$ cat config.mk
export PLATFORM = sky130hd
export DESIGN_NAME = uart_tx_fifo
export DESIGN_NICKNAME = d
export VERILOG_FILES = /design/src/rtl/uart_tx_fifo.sv
export SDC_FILE = /design/constraint.sdc
export NUM_CORES = 1
export LEC_CHECK = 0
export ABC_AREA = 1
export CAP_MARGIN = 25
export CORE_AREA = 5 5 149 151
export CTS_CLUSTER_DIAMETER = 80
export DETAILED_ROUTE_END_ITERATION = 16
export DIE_AREA = 0 0 154 156
export SYNTH_ARGS = -nofsm -noshare
export SYNTH_HDL_FRONTEND = slang
export SYNTH_SLANG_ARGS = --single-unit
$ cat constraint.sdc
create_clock -name clk -period 4 [get_ports clk]
set_clock_uncertainty 0.15 [all_clocks]
set_input_delay 0.8 -clock clk [delete_from_list [all_inputs] [get_ports clk]]
set_output_delay 0.8 -clock clk [all_outputs]
set_load 0.005 [all_outputs]
$ cat src/rtl/uart_tx_fifo.sv
// Buffered UART transmitter: valid/ready byte input, FIFO, 8N1 serial line out.
// Define UART_TX_PARITY_EN to insert an even-parity bit (8E1 frames).
module uart_tx_fifo #(
    parameter int CLKS_PER_BIT    = 104,
    parameter int FIFO_ADDR_WIDTH = 4
) (
    input  logic       clk,
    input  logic       rst,
    input  logic [7:0] tx_i,
    input  logic       tx_i_v,
    output logic       tx_i_rdy,
    output logic       tx_o,
    output logic       busy,
    output logic       overflow
);

    localparam int DEPTH  = 1 << FIFO_ADDR_WIDTH;
    localparam int BAUD_W = $clog2(CLKS_PER_BIT);
    localparam logic [BAUD_W-1:0]        BAUD_LAST = BAUD_W'(CLKS_PER_BIT - 1);
    localparam logic [FIFO_ADDR_WIDTH:0] FULL_CNT  = (FIFO_ADDR_WIDTH + 1)'(DEPTH);

`ifdef UART_TX_PARITY_EN
    typedef enum logic [2:0] {IDLE, START, DATA, PARITY, STOP} state_t;
`else
    typedef enum logic [2:0] {IDLE, START, DATA, STOP} state_t;
`endif

    logic [7:0]                 mem [DEPTH];
    logic [FIFO_ADDR_WIDTH-1:0] wr_ptr, rd_ptr;
    logic [FIFO_ADDR_WIDTH:0]   count;
    logic                       push, pop, fifo_empty;

    state_t            state_q, state_d;
    logic [BAUD_W-1:0] baud_q, baud_d;
    logic [2:0]        bit_q, bit_d;
    logic [7:0]        shift_q, shift_d;
    logic              baud_done, tx_d;
`ifdef UART_TX_PARITY_EN
    logic              par_q;
`endif

    // Readiness depends only on occupancy, so a write while full is dropped
    // even when the FSM pops on that same edge.
    assign tx_i_rdy   = (count != FULL_CNT);
    assign fifo_empty = (count == '0);
    assign push       = tx_i_v & tx_i_rdy;
    assign busy       = (state_q != IDLE) | ~fifo_empty;
    assign baud_done  = (baud_q == BAUD_LAST);

    always_ff @(posedge clk) begin
        if (push)
            mem[wr_ptr] <= tx_i;
    end

    always_ff @(posedge clk or posedge rst) begin
        if (rst) begin
            wr_ptr   <= '0;
            rd_ptr   <= '0;
            count    <= '0;
            overflow <= 1'b0;
        end else begin
            if (push)
                wr_ptr <= wr_ptr + 1'b1;
            if (pop)
                rd_ptr <= rd_ptr + 1'b1;
            case ({push, pop})
                2'b10:   count <= count + 1'b1;
                2'b01:   count <= count - 1'b1;
                default: count <= count;
            endcase
            if (tx_i_v & ~tx_i_rdy)
                overflow <= 1'b1;
        end
    end

    always_comb begin
        state_d = state_q;
        baud_d  = baud_q + 1'b1;
        bit_d   = bit_q;
        shift_d = shift_q;
        pop     = 1'b0;
        case (state_q)
            IDLE: begin
                baud_d = '0;
                if (!fifo_empty) begin
                    pop     = 1'b1;
                    shift_d = mem[rd_ptr];
                    state_d = START;
                end
            end
            START: begin
                if (baud_done) begin
                    baud_d  = '0;
                    bit_d   = '0;
                    state_d = DATA;
                end
            end
            DATA: begin
                if (baud_done) begin
                    baud_d = '0;
                    if (bit_q == 3'd7) begin
`ifdef UART_TX_PARITY_EN
                        state_d = PARITY;
`else
                        state_d = STOP;
`endif
                    end else begin
                        bit_d   = bit_q + 3'd1;
                        shift_d = shift_q >> 1;
                    end
                end
            end
`ifdef UART_TX_PARITY_EN
            PARITY: begin
                if (baud_done) begin
                    baud_d  = '0;
                    state_d = STOP;
                end
            end
`endif
            STOP: begin
                if (baud_done) begin
                    baud_d = '0;
                    // Chain straight into the next frame with no idle gap.
                    if (!fifo_empty) begin
                        pop     = 1'b1;
                        shift_d = mem[rd_ptr];
                        state_d = START;
                    end else begin
                        state_d = IDLE;
                    end
                end
            end
            default: begin
                baud_d  = '0;
                state_d = IDLE;
            end
        endcase

        // Line level is registered from the next state so it changes with the state.
        case (state_d)
            START:   tx_d = 1'b0;
            DATA:    tx_d = shift_d[0];
`ifdef UART_TX_PARITY_EN
            PARITY:  tx_d = par_q;
`endif
            default: tx_d = 1'b1;
        endcase
    end

    always_ff @(posedge clk or posedge rst) begin
        if (rst) begin
            state_q <= IDLE;
            baud_q  <= '0;
            bit_q   <= '0;
            tx_o    <= 1'b1;
        end else begin
            state_q <= state_d;
            baud_q  <= baud_d;
            bit_q   <= bit_d;
            tx_o    <= tx_d;
        end
    end

    always_ff @(posedge clk) begin
        shift_q <= shift_d;
`ifdef UART_TX_PARITY_EN
        if (pop)
            par_q <= ^shift_d;
`endif
    end

endmodule

# Word level (Yosys, flattened, before mapping)

Memory sizes are Yosys's and may differ from the RTL's.
Index checks and enable logic that the tools add are counted.

$add $sub $neg: 6
Equal/unequal tests: 14
Mux-type cells: 25
Bitwise gates (word level): 5
Reductions and logical operators: 9

Operator list:

| operator              | number |
|---|---|
| $mux W8               | 4 |
| $mux W3               | 8 |
| $pmux W8 S3           | 1 |
| $mux W7               | 2 |
| $pmux W3 S4           | 1 |
| $pmux W5 S2           | 1 |
| $eq A3 B2 Y1 const B  | 3 |
| $add A4 B1 Y4 const B | 2 |
| $ne A2 B2 Y1 const B  | 4 |
| $reduce_and A4 Y1     | 2 |
| $add A7 B1 Y7 const B | 1 |
| $eq A7 B7 Y1 const B  | 1 |
| $eq A3 B1 Y1 const B  | 2 |
| $pmux W3 S2           | 1 |
| $reduce_bool A3 Y1    | 2 |
| $add A5 B1 Y5 const B | 1 |
| $logic_not A5 Y1      | 1 |
| $mux W1               | 5 |
| $ne A5 B5 Y1 const B  | 1 |
| $sub A5 B1 Y5 const B | 1 |
| $pmux W1 S2           | 2 |
| $reduce_bool A2 Y1    | 2 |
| $add A3 B1 Y3 const B | 1 |
| $eq A3 B3 Y1 const B  | 1 |
| other kinds (7)       | 9 |

Flip-flop bits (word level): 36
Memory bits (writable): 128
Input port bits: 11
Output and inout bits: 4
Word-level logic and storage cells: 70
Memories: 1

Memory list:

| name | words | width | rd ports | clocked after Yosys merged registers in | write ports | line | source |
|---|---|---|---|---|---|---|---|
| mem  | 16    | 8     | 1        | 0                                       | 1           | 28   | `logic [7:0] mem [DEPTH];` |

# Logic depth before layout (Yosys ltp)

Gate-level depths: netlist of the first run.

Depth in word-level cells: 6
Depth in mapped cells: 17
Mapped depth without buffers: 17

# Worst setup path after synthesis of the first run

OpenSTA, ideal clock, no wires.

Path kind: register to register
Start point: register baud_q[4]
End point: register count[4]
Setup time: 0.117 ns
Arrival: 2.218 ns
Required time: 3.733 ns
Slack: 1.516 ns
Stages on the path, launching flop included: 17
Buffers on the path: 0
Period minus slack after synthesis: 2.484 ns
Cell sequence: dfrtp_1 -> nor2_2 -> nand3_2 -> nor2_4 -> nand2_4 -> a21oi_4 -> ha_1 -> xor2_1 -> ha_1 -> inv_1 -> nand2_1 -> nand2_1 -> nand2_1 -> a21oi_1 -> xor2_1 -> nand2_1 -> nand2_1

Cells in the longest elaborated chain, start to end: 5
Elaborated cells between the ends (all ways): 7
Classes of those cells: 3 x eq/ne; 3 x mux; 1 x reduce/logical

Ends and longest elaborated chain:

| what                                              | line | source |
|---|---|---|
| from (decl)                                       | 34   | `logic [BAUD_W-1:0] baud_q, baud_d;` |
| from (signal assigned)                            | 159  | `baud_q <= baud_d;` |
| $eq A7 B7 Y1 *                                    | 48   | `assign baud_done = (baud_q == BAUD_LAST);` |
| $mux W1 *                                         | 122  | `if (baud_done) begin` |
| $pmux W1 S2 *                                     | 82   | `case (state_q)` |
| net pop                                           | 31   | `logic push, pop, fifo_empty;` |
| $eq A2 B1 Y1 or $eq A2 B2 Y1 (tied branches)      | 66   | `case ({push, pop})` |
| $pmux W5 S2 or $reduce_bool A2 Y1 (tied branches) | -    |  |
| to (signal assigned)                              | 67   | `2'b10: count <= count + 1'b1;` |
| to (signal assigned)                              | 68   | `2'b01: count <= count - 1'b1;` |
| to (signal assigned)                              | 69   | `default: count <= count;` |
| to (decl)                                         | 30   | `logic [FIFO_ADDR_WIDTH:0] count;` |

The timed path passes the listed nets; every way through them passes the cells marked *.
A chain may end at the register's enable or synchronous reset.

# Worst setup path after layout of the first run

Start point: register count[0]
End point: output port busy

Cells in the longest elaborated chain, start to end: 3

Ends and longest elaborated chain:

| what             | line | source |
|---|---|---|
| $logic_not A5 Y1 | 45   | `assign fifo_empty = (count == '0);` |
| $not A1 Y1       | 47   | `assign busy = (state_q != IDLE) \| ~fifo_empty;` |
| $or A1 B1 Y1     | 47   |  |
| to (decl)        | 13   | `output logic busy,` |

Every way passes these cells.

==> results.yml, run 1 <==
timing:
  worstMarginPinSlew_ns: 0.8078
  finalSetupViolCount: 0
  rsz0062_at_grt: "false"
  tns_ns: 0
  hold_violations: 0
  max_freq_ghz: 0.3455
  drv_slew: 0
  period_minus_slack_ns: 2.894
  slew_headroom: 0.4598
  fin_crit_sh: 0.7236
floorplanning:
  fp.dieArea_um2: 24020
  start_util: 0.3442
  dieWidth_um: 154
  placementRows: 53
  core_area_um2: 20690
  die_y_um: 156
  pin_count: 15
global_routing:
  grt_pass1_vias: 4397
  grt_overflow: 0
  grt_pass1_wl_mm: 24.25
  grt_use_total: 0.1310
  grt_antenna_before_repair: 0
  grt_max_degree: 67
clocking:
  cts_root_buf: "clkbuf_16"
  cts_tree: "built"
  htreeDepth: 4
  postCtsSetupBuffers: 0
  postCtsHoldBufs: 0
  ctsResizeCount: 0
  cts-buffers-inserted: 17
  clkTransAtPathRegs_ns: 0.06
  clk_latency_ns: 0.44
  cts_buffer_depth: 2
  clkSinkCount: 164
place:
  place_congestion: 0.8207
  place_inst: 920
  dp_hpwl_mm: 9.739
  port_buffers: 14
  dpl_cell_area_um2: 7543
yosys:
  synth_fp_nets: 671
  synth_area_um2: 7122
  yosysTopAreaCell: "edfxtp_1"
  yosys_register_bits: 164
  synth-seq-area-share: 0.6706
  synth_edf_count: 135
  synthFlopType: "edfxtp_1"
  synthArstFlopShare: 0.1707
  synth.avg_cell_area_um2: 10.99
  yosys_warnings: 0
  synthTopCellsByArea: "edfxtp_1 57%, dfrtp_1 9.5%, nand2_1 7.4%, nand3_1 6.4%, nor2_1 4.0%"
  yosysUniqueCellTypes: 37
  syn-instance-count: 648
  synth_top_area_frac: 0.5692
hold_path:
  hold_path_depth: 2
  hold_path_class: "reg2reg"
power_and_ir_drop:
  ir_worst_vdd_uv: 389.5
  power_density_nw_per_um2: 680.4
  p_leak_nw: 3.040
finish:
  finalNonFillerCells: 951
  areaGrowthSynthToFinish_pct: 13.77
  finalNetCount: 687
  drive_above_1_share: 0.07988
  final_util: 0.3916
  antennaDiodeCount: 0
  fin_area_um2: 8103
detailed_routing:
  routedWlPerCell_um: 16.17
  dr.pass1.iters: 5
  via_per_inst: 4.882
  antenna_left: 0
  num_vias: 4643
  drt_wl_total_mm: 15.38
  drc: 0
  drtIter0Drc: 390
critical_path:
  cp_max_fo: 9
  crit_arrival_ns: 1.94
  critPathKind: "reg2out"
  cp-end-kind: "output port"
  worst_ep_required_time_ns: 3.05
  worstSetupStartpointType: "flip-flop"
  reg2reg_depth: 16
outcome:
  status: "finished, final reports clean"
job:
  drv_cap: 0
## state kept, by name (all words and copies together) (netlist names)
name      count
overflow      1
baud_q        7
wr_ptr        4
bit_q         3
mem         128
shift_q       8
state_q       3
tx_o          1
count         5
rd_ptr        4
## metal layers
metal / wire, µm / GRT usage / share of wire / vias to the layer above
met5: 0 / 0 / 0 / -
met4: 106 / 0.03406 / 0.0069 / 0
met3: 818 / 0.03245 / 0.053 / 8
met2: 6982 / 0.2005 / 0.45 / 113
met1: 7473 / 0.1875 / 0.49 / 2265
li1: - / - / - / 2257
## worst max-delay path, stage by stage, from the launching register on
cell	delay (ns)
dfrtp_1	0.42
nor2_1	0.12
nand3_1	0.14
nor2_4	0.28
nand2_1	0.09
clkdlybuf4s50_1	0.45
## stage by stage
stage / hold slack, ns / setup WS, ns / power, mW
2_1_floorplan: 0.2829 / 1.516 / 3.477
3_3_place_gp: 0.3022 / 0.9237 / 3.980
3_5_place_dp: 0.3016 / 0.8587 / 3.998
4_1_cts: 0.3187 / 1.072 / 5.544
5_1_grt: 0.3416 / 0.9491 / 5.828
6_report: 0.3149 / 1.106 / 5.513
## final timing paths
check	startpoint	endpoint	slack [ns]
min in group asynchronous	rst	overflow	0.60
worst min-delay path	shift_q[0]	shift_q[0]	0.31
worst max-delay path	count[0]	busy	1.11
worst max register to register	baud_q[4]	count[4]	1.19
max in group asynchronous	rst	rd_ptr[0]	2.45
worst min register to register	shift_q[0]	shift_q[0]	0.31
## synthesized netlist by cell type, types with 2 or more instances
cell type  instances
inv_2              2
a21oi_1            6
o211ai_1           8
o21ai_0           35
nand4_1            3
nor3_1             8
a32oi_1            2
xnor2_1            5
nand2_1          141
nand3_2            2
clkinv_1           2
nand2_4            2
nand2_2            3
inv_1             41
buf_4              2
xor2_1             9
buf_2             15
nand3_1           91
edfxtp_1         135
nor2_4             2
clkbuf_1           5
a22o_1             2
ha_1              12
dfrtp_1           27
buf_1              2
nor2_1            75
## power by group
part           internal, mW  switching (mW)  leakage [nW]
clock network         0.861           0.685         0.262
logic                 0.520            1.18          1.19
registers              2.12           0.153          1.59
## layout by cell type (no fill, tap or decap), types with 4 or more instances in the layout
master and n:
nand2_1 141, edfxtp_1 135, nand3_1 91, nor2_1 75, inv_1 40, o21ai_0 35
dfrtp_1 26, clkbuf_16 17, clkdlybuf4s50_1 14, ha_1 12, xor2_1 9, o211ai_1 8
nor3_1 8, buf_4 7, a21oi_1 6, xnor2_1 5, clkinvlp_4 4
## kinds of logic (layout without fill, tap and decap cells)
group,count (synthesis),after routing,share of synthesized area
buf+inv,69,97,0.04006
flops,164,164,0.6706
other cells,1,1,0.0005266
fa+ha+maj,12,12,0.02108
simple gates,330,330,0.2020
compound gates,58,58,0.04849
xor+xnor,14,14,0.01722
## cell type report
| class | count | area [µm²] |
|---|---|---|
| fill | 2031 | 12590 |
| sequential | 164 | 4777 |
| multi-input combinational | 415 | 2061 |
| clock buffer | 18 | 429.2 |
| tap | 275 | 344.1 |
| timing repair buffer | 21 | 192.7 |
| inverter | 45 | 168.9 |
| clock inverter | 13 | 130.1 |
No activity file was read; power rests on OpenSTA's default activity.
==> run 2, diff against run 1 <==
clock period = 2.88 ns   (was 4 ns; I/O delays follow)
==> run 2 against run 1 <==
  * Sequential share of layout area shrank 1.6 points
  * Register-to-register slack worse by 0.88 ns
  * Worst hold slack got worse by 0.0040 ns
  * Critical path depth increased by 1
  * Cell count up 1.9%
  * Die area unchanged
  * Critical path type unchanged
  * Largest cell class unchanged
  * Largest power group unchanged
  * Highest routed layer unchanged
==> results.yml, run 2 (synthesized netlist as in run 1, its figures left out) <==
outcome:
  status: "finished, final reports clean"
global_routing:
  busiest_layer: "met2"
  grt_overflow: 0
  gr-usage-met2: 0.2171
  grt_pass1_wl_mm: 25.28
  grt_pass1_vias: 4644
  grt_max_degree: 67
  grt_use_total: 0.1358
  met1_usage: 0.1857
  grt_antenna_before_repair: 0
  grt.met3_usage: 0.03440
timing:
  tns_ns: 0
  drv_slew: 0
  period_minus_slack_ns: 2.661
  rsz0062_at_grt: "false"
  hold_violations: 0
  finalSetupViolCount: 0
  worstMarginPinSlew_ns: 0.7553
  fin_crit_sh: 0.9239
  max_freq_ghz: 0.3758
  slew_headroom: 0.4949
finish:
  n_fill_cell: 2021
  fin_area_um2: 8327
  final_common_cell: "nand2_1"
  drive_above_1_share: 0.1037
  final_cell_mix: "141 x nand2_1, 135 x edfxtp_1, 91 x nand3_1, 75 x nor2_1, 40 x inv_1"
  multi_input_comb_area_um2: 2061
  antennaDiodeCount: 0
  largest_reg_flops: 128
  seq_area_um2: 4777
  top_register: "mem"
  finalNetCount: 705
  reg_top3: "mem x128, shift_q x8, baud_q x7"
  areaGrowthSynthToFinish_pct: 16.92
clocking:
  clkSinkCount: 164
  cts_buffer_depth: 2
  postCtsSetupBuffers: 0
  ctsResizeCount: 0
  cts_root_buf: "clkbuf_16"
  htreeDepth: 4
  cts-buffers-inserted: 17
  clkTransAtPathRegs_ns: 0.06
  clk_latency_ns: 0.43
  cts_tree: "built"
  postCtsHoldBufs: 0
critical_path:
  crit_family: "buffers and inverters"
  cp_slowest_cell: "clkdlybuf4s50_1"
  reg2reg_depth: 14
  worstReg2RegEnd: "count[4]"
  worstSetupStartpoint: "count[1]"
  critPathKind: "reg2out"
  slowest_delay_ns: 0.45
  rrSetupSlack_ns: 0.31
  cp-end-kind: "output port"
  cp.depth: 6
  cp_max_fo: 8
  critPathBufInv: 2
  worst_ep_required_time_ns: 2.15
  r2r_start: "state_q[1]"
  crit_end: "busy"
  worstSetupStartpointType: "flip-flop"
  crit_chain: "nor2_1 -> nand3_1 -> nor2_4 -> buf_4 -> nand2_1 -> clkdlybuf4s50_1"
  crit_arrival_ns: 1.93
floorplanning:
  fp.dieArea_um2: 24020
  core_area_um2: 20690
  dieWidth_um: 154
  pin_count: 15
  die_y_um: 156
  placementRows: 53
  start_util: 0.3442
place:
  dpl_cell_area_um2: 7704
  port_buffers: 14
  place_congestion: 0.8170
  dp_hpwl_mm: 9.694
power_and_ir_drop:
  power_density_nw_per_um2: 957.9
  p_leak_nw: 3.185
  ir_worst_vdd_uv: 425.8
detailed_routing:
  drtIter0Drc: 320
  dr.pass1.iters: 7
  antenna_left: 0
  drc: 0
  routedWlPerCell_um: 16.16
  drt_wl_total_mm: 15.66
  via_per_inst: 4.870
  num_vias: 4719
hold_path:
  hold_path_class: "reg2reg"
job:
  drv_cap: 0
-- run 2: final cells by class --
type,instances,area share
clock buffer,17,0.05109
sequential,164,0.5737
timing repair buffer,39,0.04237
tap,275,0.04132
inverter,45,0.02029
clock inverter,14,0.02374
multi-input combinational,415,0.2475
-- run 2: where the power goes --
part           switching, mW  internal [mW]
logic                   1.66          0.815
clock network          0.993           1.39
registers              0.177           2.94
-- run 2: worst min path at each step --
stage	from	slack, ns	end	cells past startpoint
3_5_place_dp	baud_q[0]	0.31	baud_q[0]	1
3_3_place_gp	baud_q[0]	0.30	baud_q[0]	1
4_1_cts	baud_q[0]	0.32	baud_q[0]	1
6_report	baud_q[0]	0.31	baud_q[0]	1
2_1_floorplan	baud_q[0]	0.28	baud_q[0]	1
5_1_grt	baud_q[0]	0.34	baud_q[0]	1
-- run 2: metal layers --
| layer | vias to the layer above | wire (µm) | share of wire |
|---|---|---|---|
| li1 | 2299 | - | - |
| met1 | 2294 | 7275 | 0.46 |
| met2 | 113 | 7369 | 0.47 |
| met3 | 13 | 871 | 0.056 |
| met4 | 0 | 145 | 0.0093 |
| met5 | - | 0 | 0 |
-- run 2: through the flow --
| step | hold WS [ns] | std cells | util | worst slack [ns] | total power, mW |
|---|---|---|---|---|---|
| 6_report | 0.3109 | 969 | 0.4025 | 0.2192 | 7.976 |
| 2_1_floorplan | 0.2829 | 648 | - | 0.3959 | 4.830 |
| 3_5_place_dp | 0.3116 | 938 | 0.3723 | 0.2199 | 5.657 |
| 3_3_place_gp | 0.2994 | 938 | 0.3723 | 0.2498 | 5.624 |
| 4_1_cts | 0.3185 | 969 | 0.4025 | 0.1780 | 8.051 |
| 5_1_grt | 0.3391 | 969 | 0.4025 | 0.03824 | 8.454 |
